===== src/rtl/seq_divider.sv =====
// ============================================================================
//  Module   : seq_divider
//  Purpose  : Multi-cycle radix-2 restoring divider. Divides a (WX+WY)-bit
//             unsigned dividend Z by a WY-bit unsigned divisor Y, producing a
//             WX-bit quotient X and WY-bit remainder R with Z = X*Y + R.
//             One division in flight; valid/ready handshake on both sides.
//  Ports    : clk, rst_n (async, active-low)
//             in_valid / in_ready / Z / Y        operand handshake
//             out_valid / out_ready / X / R / err result handshake
//             err = divide-by-zero or quotient overflow (X all ones, R = 0)
//  Options  : SEQDIV_ZERO_SKIP_EN - when defined, a non-error Z==0 bypasses
//             the iterative steps and completes with latency 1.
//  Revision : 1.0 - initial release
// ============================================================================
`default_nettype none

module seq_divider #(
    parameter int WX = 8,
    parameter int WY = 5
) (
    input  logic             clk,
    input  logic             rst_n,
    input  logic             in_valid,
    output logic             in_ready,
    input  logic [WX+WY-1:0] Z,
    input  logic [WY-1:0]    Y,
    output logic             out_valid,
    input  logic             out_ready,
    output logic [WX-1:0]    X,
    output logic [WY-1:0]    R,
    output logic             err
);

    localparam int            CW     = (WX > 1) ? $clog2(WX) : 1;
    localparam logic [CW-1:0] C_LAST = CW'(WX - 1);

    typedef enum logic [1:0] {
        S_IDLE = 2'd0,
        S_RUN  = 2'd1,
        S_DONE = 2'd2
    } state_t;

    state_t          r_state;
    logic [WY-1:0]   r_y;
    logic [WY-1:0]   r_p;          // partial remainder, always < divisor
    logic [WX-1:0]   r_zlo;        // remaining dividend bits, MSB consumed first
    logic [WX-1:0]   r_q;
    logic [CW-1:0]   r_cnt;
    logic            r_err_pend;   // error detected at acceptance
    logic            r_zero_pend;  // zero-dividend shortcut detected at acceptance
    logic            r_in_ready;
    logic            r_out_valid;
    logic [WX-1:0]   r_x;
    logic [WY-1:0]   r_r;
    logic            r_err;

    logic [WY:0]     w_t;
    logic            w_ge;
    logic [WY-1:0]   w_p_next;
    logic [WX-1:0]   w_q_next;
    logic            w_in_err;
    logic            w_in_zero;

    // One restoring step: shift in the next dividend bit and try to subtract.
    assign w_t      = {r_p, r_zlo[WX-1]};
    assign w_ge     = (w_t >= {1'b0, r_y});
    // When T >= Y the true difference is < Y, so the low WY bits of a modular
    // subtraction are exact and the carry-out bit need not be kept.
    assign w_p_next = w_ge ? (w_t[WY-1:0] - r_y) : w_t[WY-1:0];
    assign w_q_next = (r_q << 1) | WX'(w_ge);

    // Quotient overflows WX bits exactly when the upper dividend half >= Y.
    assign w_in_err = (Y == '0) || (Z[WX+WY-1:WX] >= Y);

`ifdef SEQDIV_ZERO_SKIP_EN
    assign w_in_zero = (Z == '0);
`else
    assign w_in_zero = 1'b0;
`endif

    // The error/zero decision is captured at acceptance and resolved in the
    // first RUN cycle, which gives those paths a fixed latency of one cycle.
    always_ff @(posedge clk or negedge rst_n) begin
        if (!rst_n) begin
            r_state     <= S_IDLE;
            r_y         <= '0;
            r_p         <= '0;
            r_zlo       <= '0;
            r_q         <= '0;
            r_cnt       <= '0;
            r_err_pend  <= 1'b0;
            r_zero_pend <= 1'b0;
            r_in_ready  <= 1'b1;
            r_out_valid <= 1'b0;
            r_x         <= '0;
            r_r         <= '0;
            r_err       <= 1'b0;
        end else begin
            case (r_state)
                S_IDLE: begin
                    if (in_valid) begin
                        r_y         <= Y;
                        r_p         <= Z[WX+WY-1:WX];
                        r_zlo       <= Z[WX-1:0];
                        r_q         <= '0;
                        r_cnt       <= '0;
                        r_err_pend  <= w_in_err;
                        r_zero_pend <= w_in_zero;
                        r_in_ready  <= 1'b0;
                        r_state     <= S_RUN;
                    end
                end

                S_RUN: begin
                    if (r_err_pend) begin
                        r_x         <= '1;
                        r_r         <= '0;
                        r_err       <= 1'b1;
                        r_out_valid <= 1'b1;
                        r_state     <= S_DONE;
                    end else if (r_zero_pend) begin
                        r_x         <= '0;
                        r_r         <= '0;
                        r_err       <= 1'b0;
                        r_out_valid <= 1'b1;
                        r_state     <= S_DONE;
                    end else begin
                        r_p   <= w_p_next;
                        r_q   <= w_q_next;
                        r_zlo <= r_zlo << 1;
                        r_cnt <= r_cnt + CW'(1);
                        if (r_cnt == C_LAST) begin
                            r_x         <= w_q_next;
                            r_r         <= w_p_next;
                            r_err       <= 1'b0;
                            r_out_valid <= 1'b1;
                            r_state     <= S_DONE;
                        end
                    end
                end

                S_DONE: begin
                    if (out_ready) begin
                        r_out_valid <= 1'b0;
                        r_in_ready  <= 1'b1;
                        r_state     <= S_IDLE;
                    end
                end

                default: begin
                    r_out_valid <= 1'b0;
                    r_in_ready  <= 1'b1;
                    r_state     <= S_IDLE;
                end
            endcase
        end
    end

    assign in_ready  = r_in_ready;
    assign out_valid = r_out_valid;
    assign X         = r_x;
    assign R         = r_r;
    assign err       = r_err;

endmodule

`default_nettype wire

===== config.mk =====
export PLATFORM = sky130hd
export DESIGN_NAME = seq_divider
export DESIGN_NICKNAME = d
export VERILOG_FILES = /design/src/rtl/seq_divider.sv
export SDC_FILE = /design/constraint.sdc
export NUM_CORES = 1
export LEC_CHECK = 0
export CAP_MARGIN = 30
export CORE_UTILIZATION = 25
export DETAILED_ROUTE_END_ITERATION = 6
export GPL_TIMING_DRIVEN = 0
export PLACE_DENSITY = 0.51
export SETUP_SLACK_MARGIN = 0.4
export SYNTH_ARGS = -nofsm -noshare
export SYNTH_HDL_FRONTEND = slang
export SYNTH_SLANG_ARGS = --single-unit

===== constraint.sdc =====
create_clock -name clk -period 5.47 [get_ports clk]
set_input_delay 0.8205 -clock clk [delete_from_list [all_inputs] [get_ports clk]]
set_output_delay 0.8205 -clock clk [all_outputs]
set_load 0.05 [all_outputs]

==> run summary, run 1 <==
CTS
----------------------------------------------------------------------------------------
Later-pin clock latency in the skew report ................................      0.30 ns
Number of levels the H-tree was split into ................................            2
Sinks on Clock Net ........................................................           47
Cts repair resizes ........................................................            0
Quantity of hold-fixing buffers added after cts ...........................            0
Total clock buffers created by CTS ........................................            5
Post-CTS setup repair buffer count ........................................            0
Longest Clk Path Bufs .....................................................            2
CTS Root Cell .............................................................     clkbuf_8
TritonCTS clock tree ......................................................          yes
Clock slew at reported path FFs ...........................................      0.09 ns

SYNTH
----------------------------------------------------------------------------------------
Net count of the mapped netlist ...........................................          254
Post-Syn Instances ........................................................          219
Flip-flop and latch count after synthesis .................................           47
Number of library cell types mapped by synthesis ..........................           37
Average size of a mapped cell .............................................     10.2 um2
Yosys warning count .......................................................            0
Cell Area, Synth ..........................................................     2240 um2
Share of the yosys chip area belonging to registers .......................        52.5%

SETUP PATH
----------------------------------------------------------------------------------------
Element type at the critical path start ...................................    flip-flop
Highest net fanout along the worst path ...................................            3
Worst EP required .........................................................      4.65 ns
Worst path bufs/invs ......................................................            1
Worst-path cell with the longest stage delay .............................. clkdlybuf4s50_1
Type of the worst setup path ..............................................   reg -> out
Arrival time of the worst setup path ......................................      1.64 ns
Critical-path cell list ................................................... clkdlybuf4s50_1
Category of cells accounting for the largest share of critical-path delay . buffers and inverters
Capturing element type of the critical path ............................... primary output
CP max stage delay ........................................................      0.80 ns

PWR
----------------------------------------------------------------------------------------
Maximum vdd drop ..........................................................       153 uV
Power per cell area .......................................................   511 nW/um2
LEAKAGE ...................................................................      1.27 nW

DRT
----------------------------------------------------------------------------------------
Post-DRT Antenna Nets .....................................................            0
WL final ..................................................................      5000 um
Routed wire per std cell ..................................................      13.4 um
Initial detailed-routing violation count ..................................           54
Drt drc ...................................................................            0
Drt via density ...........................................................         4.70
Number of detailed-routing iterations run before antenna repair ...........            4
Vias ......................................................................         1752

DIE
----------------------------------------------------------------------------------------
Area of the die ...........................................................     9360 um2
Horizontal die dimension ..................................................      96.7 um
Chip Height ...............................................................      96.7 um
Effective utilization at floorplan ........................................        25.7%
Number of top-level design ports ..........................................           38
Standard cell core area ...................................................     8720 um2
Count of standard-cell rows ...............................................           34

TIMING
----------------------------------------------------------------------------------------
Slew at the pin closest to its max-slew limit .............................     0.554 ns
Upper clock frequency limit ...............................................      406 MHz
Unrepaired setup endpoints after global routing ...........................           no
Final Max Slew Viols ......................................................            0
Setup TNS .................................................................         0 ns
Final hold viol count .....................................................            0
Clock Skews ...............................................................   0.00473 ns
Setup violations, final ...................................................            0
Clock period minus worst slack ............................................      2.46 ns
Slew headroom .............................................................        62.9%
Tcrit/Tclk final ..........................................................        45.0%

PLACED DESIGN
----------------------------------------------------------------------------------------
Gp weighted congestion ....................................................        0.786
Count of input and output buffers .........................................           37
Final HPWL DP .............................................................      3720 um

FINISH
----------------------------------------------------------------------------------------
Diodes inserted ...........................................................            0
Fill count ................................................................          900
Area taken by multi-input logic gates .....................................      975 um2
Util after Layout .........................................................        33.1%
Fraction of layout instances using a drive strength above 1 ...............        8.68%
Area growth from synthesis to layout ......................................        28.6%
FF+latch area .............................................................     1180 um2
Total number of nets in the final design ..................................          299

GLOBAL ROUTING
----------------------------------------------------------------------------------------
Maximum number of pins on one net before global-route repair ..............           29
Global-route layer with the greatest usage ................................         met2
Number of global-route vias before repair .................................         1706
Leftover overflow at the end of global routing ............................            0
Global-route track usage on met3 ..........................................        3.03%
Met1 track demand over resource ...........................................        16.2%
GRT Resource Usage Total ..................................................        11.3%
Initial antenna violation count ...........................................            0
Global Route met2 Usage ...................................................        17.0%
Global-route wire length before repair ....................................      8510 um

RUN
----------------------------------------------------------------------------------------
Number of max-cap violations ..............................................            0

HOLD PATH
----------------------------------------------------------------------------------------
Class of the most critical hold timing path ...............................  in -> async

RUN STATUS
----------------------------------------------------------------------------------------
Run status ................................................................    completed

report_power, final:
part           total, mW  switching, mW  internal (mW)
Clock              0.272          0.122          0.150
Combinational      0.681          0.411          0.269
Sequential         0.523         0.0710          0.452
synthesized netlist by cell type:
cell type | n | area (um2)
or2_2 | 2 | 12.5
nor2b_1 | 1 | 6.26
inv_1 | 13 | 48.8
o211ai_1 | 1 | 7.51
nor2_1 | 15 | 56.3
a211oi_2 | 1 | 12.5
buf_2 | 4 | 20.0
a22oi_1 | 3 | 22.5
o21ai_0 | 13 | 65.1
a31oi_1 | 8 | 50.1
fa_1 | 1 | 20.0
o21bai_1 | 1 | 7.51
mux2_2 | 2 | 22.5
o22a_1 | 8 | 70.1
dfstp_2 | 1 | 26.3
nor3b_2 | 1 | 12.5
a32o_1 | 1 | 10.0
nand2b_1 | 3 | 18.8
ha_1 | 12 | 150
o21ai_1 | 1 | 5.00
a21oi_1 | 12 | 60.1
nor4_1 | 1 | 6.26
and2_1 | 1 | 6.26
xor2_1 | 2 | 17.5
nand2_1 | 35 | 131
dfrtp_1 | 46 | 1150
a22o_1 | 10 | 87.6
mux2i_1 | 3 | 30.0
nand3_1 | 2 | 10.0
nor3_1 | 1 | 5.00
nand3b_1 | 1 | 7.51
a211o_1 | 1 | 8.76
a21oi_4 | 1 | 16.3
clkbuf_1 | 6 | 22.5
o32a_1 | 1 | 10.0
nor2_2 | 1 | 6.26
a21o_1 | 3 | 22.5
registers in the layout, indices dropped and copies added, names as in the netlist:
name,count
X,8
r_zlo,8
r_q,7
R,5
r_p,5
r_y,5
r_cnt,3
r_state,2
err,1
in_ready,1
out_valid,1
r_err_pend,1
kinds of logic after synthesis:
family,synth area share (%)
AO/OA/AOI/OAI,20.3
multiplexers,2.34
AND/OR/NAND/NOR,12.4
flip-flops,52.5
adder cells (fa/ha/maj),7.58
XOR/XNOR,0.781
buffers and inverters,4.07
routing by layer:
metal  part of all wire [%]  routed length, um
met3                    4.7                233
met1                     51               2570
met5                      0                  0
met2                     43               2150
met4                   0.96                 48
final timing paths:
check	cells after the start	from	to	slack [ns]
setup / recovery	1	in_ready	in_ready	3.01
hold / removal	1	rst_n	X[1]	0.47
setup reg to reg	9	r_zlo[7]	r_p[0]	3.04
hold reg to reg	1	r_cnt[0]	r_cnt[0]	0.48
max in group asynchronous	2	rst_n	in_ready	4.43
min in group clk	1	r_cnt[0]	r_cnt[0]	0.48
stage by stage:
| stage | setup WS (ns) | hold slack, ns | area [um2] | std cells | power (mW) |
|---|---|---|---|---|---|
| floorplan | 3.29 | 0.446 | 2240 | 219 | 1.02 |
| global placement | 2.17 | 0.466 | 2750 | 364 | 1.20 |
| detailed placement | 2.84 | 0.472 | 2760 | 365 | 1.21 |
| CTS | 2.99 | 0.477 | 2890 | 373 | 1.49 |
| global route | 2.88 | 0.499 | 2890 | 373 | 1.60 |
| finish | 3.01 | 0.470 | 2890 | 373 | 1.48 |
layout by cell type (no fill, tap or decap), drive strengths merged, types with 2 or more instances in the layout:
master,count
xor2,2
inv,14
nand2b,3
a21o,3
mux2i,3
a22oi,3
nor2,16
buf,6
mux2,2
dfrtp,46
clkdlybuf4s50,36
ha,12
nand3,2
a22o,10
o22a,8
nand2,35
or2,2
a21oi,13
clkbuf,12
o21ai,14
a31oi,8
layout make-up:
cell class / count / share of cell area [%]
timing repair buffer: 38 / 13.4
tap: 108 / 4.68
inverter: 13 / 1.69
clock buffer: 6 / 2.86
buffer: 10 / 1.47
sequential: 47 / 40.8
clock inverter: 2 / 1.34
multi-input combinational: 149 / 33.8
(Power assumes the default switching activity.)
==> run 2: changes to the inputs <==
--- a/config.mk
+++ b/config.mk
@@ -9,7 +9,7 @@
 export CORE_UTILIZATION = 25
 export DETAILED_ROUTE_END_ITERATION = 6
 export GPL_TIMING_DRIVEN = 0
-export PLACE_DENSITY = 0.51
+export PLACE_DENSITY = 0.52
 export SETUP_SLACK_MARGIN = 0.4
 export SYNTH_ARGS = -nofsm -noshare
 export SYNTH_HDL_FRONTEND = slang
==> constraint.sdc (replaced) <==
create_clock -name clk -period 2.2 [get_ports clk]
set_input_delay 0.33 -clock clk [delete_from_list [all_inputs] [get_ports clk]]
set_output_delay 0.33 -clock clk [all_outputs]
set_load 0.05 [all_outputs]
==> run 2 against run 1 <==
Compared with the run above: utilization up 1.8 points; final cell count up 1.9%; global-route usage up 0.43 points; critical path type is now reg -> reg; via count up 2.8%; clock power up 140%; first-iteration DRC count up 61%.
==> run summary, run 2 (synthesis results as in run 1) <==
FINISH
----------------------------------------------------------------------------------------
Diodes inserted ...........................................................            0
Util after Layout .........................................................        34.8%
Area growth from synthesis to layout ......................................        35.5%
Fraction of layout instances using a drive strength above 1 ...............        17.3%
Commonest non-fill, non-tap cell in the layout ............................      dfrtp_1
Non-Filler Cell Area, Final ...............................................     3040 um2
Total number of nets in the final design ..................................          306
Most frequent cells in the layout ......................................... dfrtp_1 (46), nand2_1 (35), clkdlybuf4s50_1 (19)

DRT
----------------------------------------------------------------------------------------
Post-DRT Antenna Nets .....................................................            0
Routed wire per std cell ..................................................      13.6 um
Number of detailed-routing iterations run before antenna repair ...........            5
Drt via density ...........................................................         4.74
Drt drc ...................................................................            0
Initial detailed-routing violation count ..................................           87
WL final ..................................................................      5180 um
Vias ......................................................................         1801

SETUP PATH
----------------------------------------------------------------------------------------
Critical register-to-register path endpoint ...............................         R[4]
R2R Setup Slk .............................................................      0.06 ns
Capturing element type of the critical path ...............................    flip-flop
Crit Reg-Reg Startpoint ...................................................     r_zlo[7]
CP max stage delay ........................................................      0.39 ns
Category of cells accounting for the largest share of critical-path delay . compound AO/OA/AOI/OAI gates
Type of the worst setup path ..............................................   reg -> reg
Worst path bufs/invs ......................................................            3
Worst EP required .........................................................      2.41 ns
Highest net fanout along the worst path ...................................            2
Critical-path cell list ................................................... inv_2 > ha_4 > inv_2 > fa_2 > a21o_1 > a21o_1 > buf_6 > o32a_1 > a32o_1
Worst-path cell with the longest stage delay ..............................      dfrtp_1
Element type at the critical path start ...................................    flip-flop
Arrival time of the worst setup path ......................................      2.34 ns
Count of cells along the worst register-to-register path ..................            9

DIE
----------------------------------------------------------------------------------------
Effective utilization at floorplan ........................................        25.7%
Area of the die ...........................................................     9360 um2
Count of standard-cell rows ...............................................           34
Horizontal die dimension ..................................................      96.7 um
Number of top-level design ports ..........................................           38
Standard cell core area ...................................................     8720 um2
Chip Height ...............................................................      96.7 um

TIMING
----------------------------------------------------------------------------------------
Final Max Slew Viols ......................................................            0
Upper clock frequency limit ...............................................      468 MHz
Setup violations, final ...................................................            0
Unrepaired setup endpoints after global routing ...........................          yes
Clock Skews ...............................................................    0.0130 ns
Slew headroom .............................................................        66.8%
Slew at the pin closest to its max-slew limit .............................     0.498 ns
Setup TNS .................................................................         0 ns
Tcrit/Tclk final ..........................................................        97.2%
Final hold viol count .....................................................            0
Worst hold slack after final layout .......................................     0.422 ns
Clock period minus worst slack ............................................      2.14 ns

CTS
----------------------------------------------------------------------------------------
Later-pin clock latency in the skew report ................................      0.31 ns
Longest Clk Path Bufs .....................................................            2
CTS Root Cell .............................................................     clkbuf_8
Clock slew at reported path FFs ...........................................      0.10 ns
Number of levels the H-tree was split into ................................            2
TritonCTS clock tree ......................................................          yes
Sinks on Clock Net ........................................................           47
Total clock buffers created by CTS ........................................            5

HOLD PATH
----------------------------------------------------------------------------------------
Class of the most critical hold timing path ...............................  in -> async

PLACED DESIGN
----------------------------------------------------------------------------------------
Gp weighted congestion ....................................................        0.771
Final HPWL DP .............................................................      3710 um
Count of input and output buffers .........................................           37
Placed standard-cell area .................................................     2770 um2

PWR
----------------------------------------------------------------------------------------
Power per cell area .......................................................  1370 nW/um2
LEAKAGE ...................................................................      1.34 nW
Total power draw ..........................................................      4.17 mW
Maximum vdd drop ..........................................................       599 uV

GLOBAL ROUTING
----------------------------------------------------------------------------------------
Initial antenna violation count ...........................................            0
GRT Resource Usage Total ..................................................        11.7%
Number of global-route vias before repair .................................         1749
Leftover overflow at the end of global routing ............................            0
Global-route wire length before repair ....................................      8840 um
Maximum number of pins on one net before global-route repair ..............           37

RUN STATUS
----------------------------------------------------------------------------------------
Run status ................................................................    completed

RUN
----------------------------------------------------------------------------------------
Number of max-cap violations ..............................................            0

run 2: worst max-delay path by stage:
stage                     startpoint  endpoint  slack, ns  cells after the start
after detailed placement    r_zlo[7]    r_p[3]      -0.07                      9
after CTS                   r_zlo[7]    r_p[2]       0.04                     10
after floorplan             r_zlo[7]    r_p[0]       0.15                      9
after global placement         rst_n  r_zlo[4]      -0.61                      1
after global routing        r_zlo[7]    r_p[1]     -0.004                     10
final                       r_zlo[7]      R[4]       0.06                      9
run 2: metal layers:
metal | wire [um] | track usage (%) | part of all wire (%) | vias to the layer above
li1 | - | - | - | 872
met2 | 2270 | 17.3 | 44 | 48
met4 | 53 | 3.10 | 1.0 | 0
met3 | 284 | 2.96 | 5.5 | 6
met1 | 2570 | 17.1 | 50 | 875
met5 | 0 | 0 | 0 | -
run 2: where the power goes:
group	total, mW	internal (mW)	leakage [nW]	switching, mW
clock	0.665	0.343	0.0548	0.322
sequential	1.34	1.12	0.553	0.213
combinational	2.17	1.00	0.732	1.17
run 2: stage by stage:
step	cells	setup slack, ns
after floorplan	219	0.147
after global placement	364	-0.613
after detailed placement	365	-0.0683
after CTS	378	0.0389
after global routing	380	-0.00409
final	380	0.0626
run 2: repair_timing:
item                                    4_1_cts  5_1_grt
pin swaps                                     3        6
buffers inserted                              4        2
endpoints found under the setup margin       35       38
resized for setup                            26       23
endpoints found under the hold margin        11        0
hold buffers                                  1        0
run 2: cell type report:
cell class	count	area [um2]
Clock inverter	3	46.3
Clock buffer	5	68.8
Inverter	13	48.8
Fill cell	908	5680
Multi-Input combinational cell	149	1070
Tap cell	108	135
Buffer	10	50.0
Timing Repair Buffer	45	443
Sequential cell	47	1180
run 2: worst reg2reg max path, delay by kind of cell, from the launching register on:
kind                       cells  cell delay [ns]
buffers and inverters          3             0.24
adders and majority gates      2             0.47
AOI/OAI and AO/OA              4             0.93
DFF                            1             0.39
==> patch: new RTL, settings of run 2 <==
Add a define of `SEQDIV_ZERO_SKIP_EN`.
--- a/src/rtl/seq_divider.sv
+++ b/src/rtl/seq_divider.sv
@@ -14,4 +14,6 @@
 // ============================================================================
 `default_nettype none
+
+`define SEQDIV_ZERO_SKIP_EN
 
 module seq_divider #(
Function: changed (a bounded check fails within 4 cycles, from zero or initial values and one cycle with rst_n low).
==> patch against run 2 <==
The flow now finishes with violations (negative hold slack). Clock skew down 0.0035 ns. Hold slack worse by 0.43 ns. Synthesized area up 6.4%. Worst setup slack better by 0.029 ns. Final area up 5.3%. Critical path depth unchanged. Sequential share of layout area down 1.2 points. First-iteration DRC count down 45%. Die area up 6.2%. Power up 19%. Sequential cell count up 1. Sequential power up 5%. Clock power up 2%. Routed wire length up 11%. Largest power group unchanged.
==> patch: results (changes against run 2) <==
Final WL: 5.74 mm (+11%)
Placed instance count: 404 (+11%)
PwrDens: 1550 mW/mm^2 (+13%)
CP Max Fanout: 3 (+1)
Area of the multi-input gates: 0.00117 mm^2 (+9.8%)
Adder-cell share of the synthesized area: 7.13% (-0.45 points)
Dpl hpwl: 4.31 mm (+16%)
Hold Fails Final Rpt: 21 (+21)
Final non-clock buffer share: 15.2% (-0.97 points)
WP data arrival: 2.30 ns (-0.04 ns)
Compound-gate portion of the synthesized area: 20.0% (-0.27 points)
Synth top cells by count: dfrtp_1, nand2_1, o21ai_0
Mapped Nets: 272 (+7.1%)
Number of signal-net buffers in the layout: 53 (-3.6%)
Hold slack: -0.0126 ns (-0.435 ns)
Status: complete, but fails checks
Vias in the first global route: 1875 (+7.2%)
Post-route cell area: 0.00320 mm^2 (+5.3%)
Actual slew at the worst max-slew pin: 0.543 ns (+0.0453 ns)
Crit-path max cell delay: 0.41 ns (+0.02 ns)
FF+latch area: 0.00120 mm^2 (+2.1%)
Failing checks: negative hold slack
# Taps: 129 (+19%)
Largest net degree at the start of global routing: 28 (-24%)
Synth Area in XOR/XNOR: 1.10% (+0.32 points)
CTS sink count: 48 (+2.1%)
GPL Wtd Cong: 0.786 (+2.0%)
Clock-cell share: 3.79% (+0.0045 points)
Inverters: 14 (+1)
Drt wl/cell: 13.8 um (+1.0%)
patch: cell types whose count changed after synthesis, moves of 3 or more:
cell | run 2 | this run
o21ai_1 | 1 | 10
nor2_1 | 15 | 7
a31oi_1 | 8 | 1
mux2i_1 | 3 | 10
nand2_1 | 35 | 42
o21ai_0 | 13 | 20
o22a_1 | 8 | 2
buf_2 | 4 | 8
clkbuf_1 | 6 | 2
a21oi_2 | 0 | 3
a22oi_1 | 3 | 0
o221ai_1 | 0 | 3
o22ai_1 | 0 | 3
patch: cells by family after synthesis:
| family | Yosys count |
|---|---|
| compound gates | 72 |
| xor+xnor | 3 |
| fa+ha+maj | 13 |
| buf+inv | 24 |
| simple gates | 65 |
| flops | 48 |
| mux | 12 |
patch: repair_timing:
| action | CTS | global route |
|---|---|---|
| hold buffers | 0 | 0 |
| pin swaps | 4 | 7 |
| resized for setup | 31 | 17 |
| setup endpoints to repair | 34 | 21 |
| endpoints found under the hold margin | 0 | 0 |
| setup buffers | 4 | 1 |
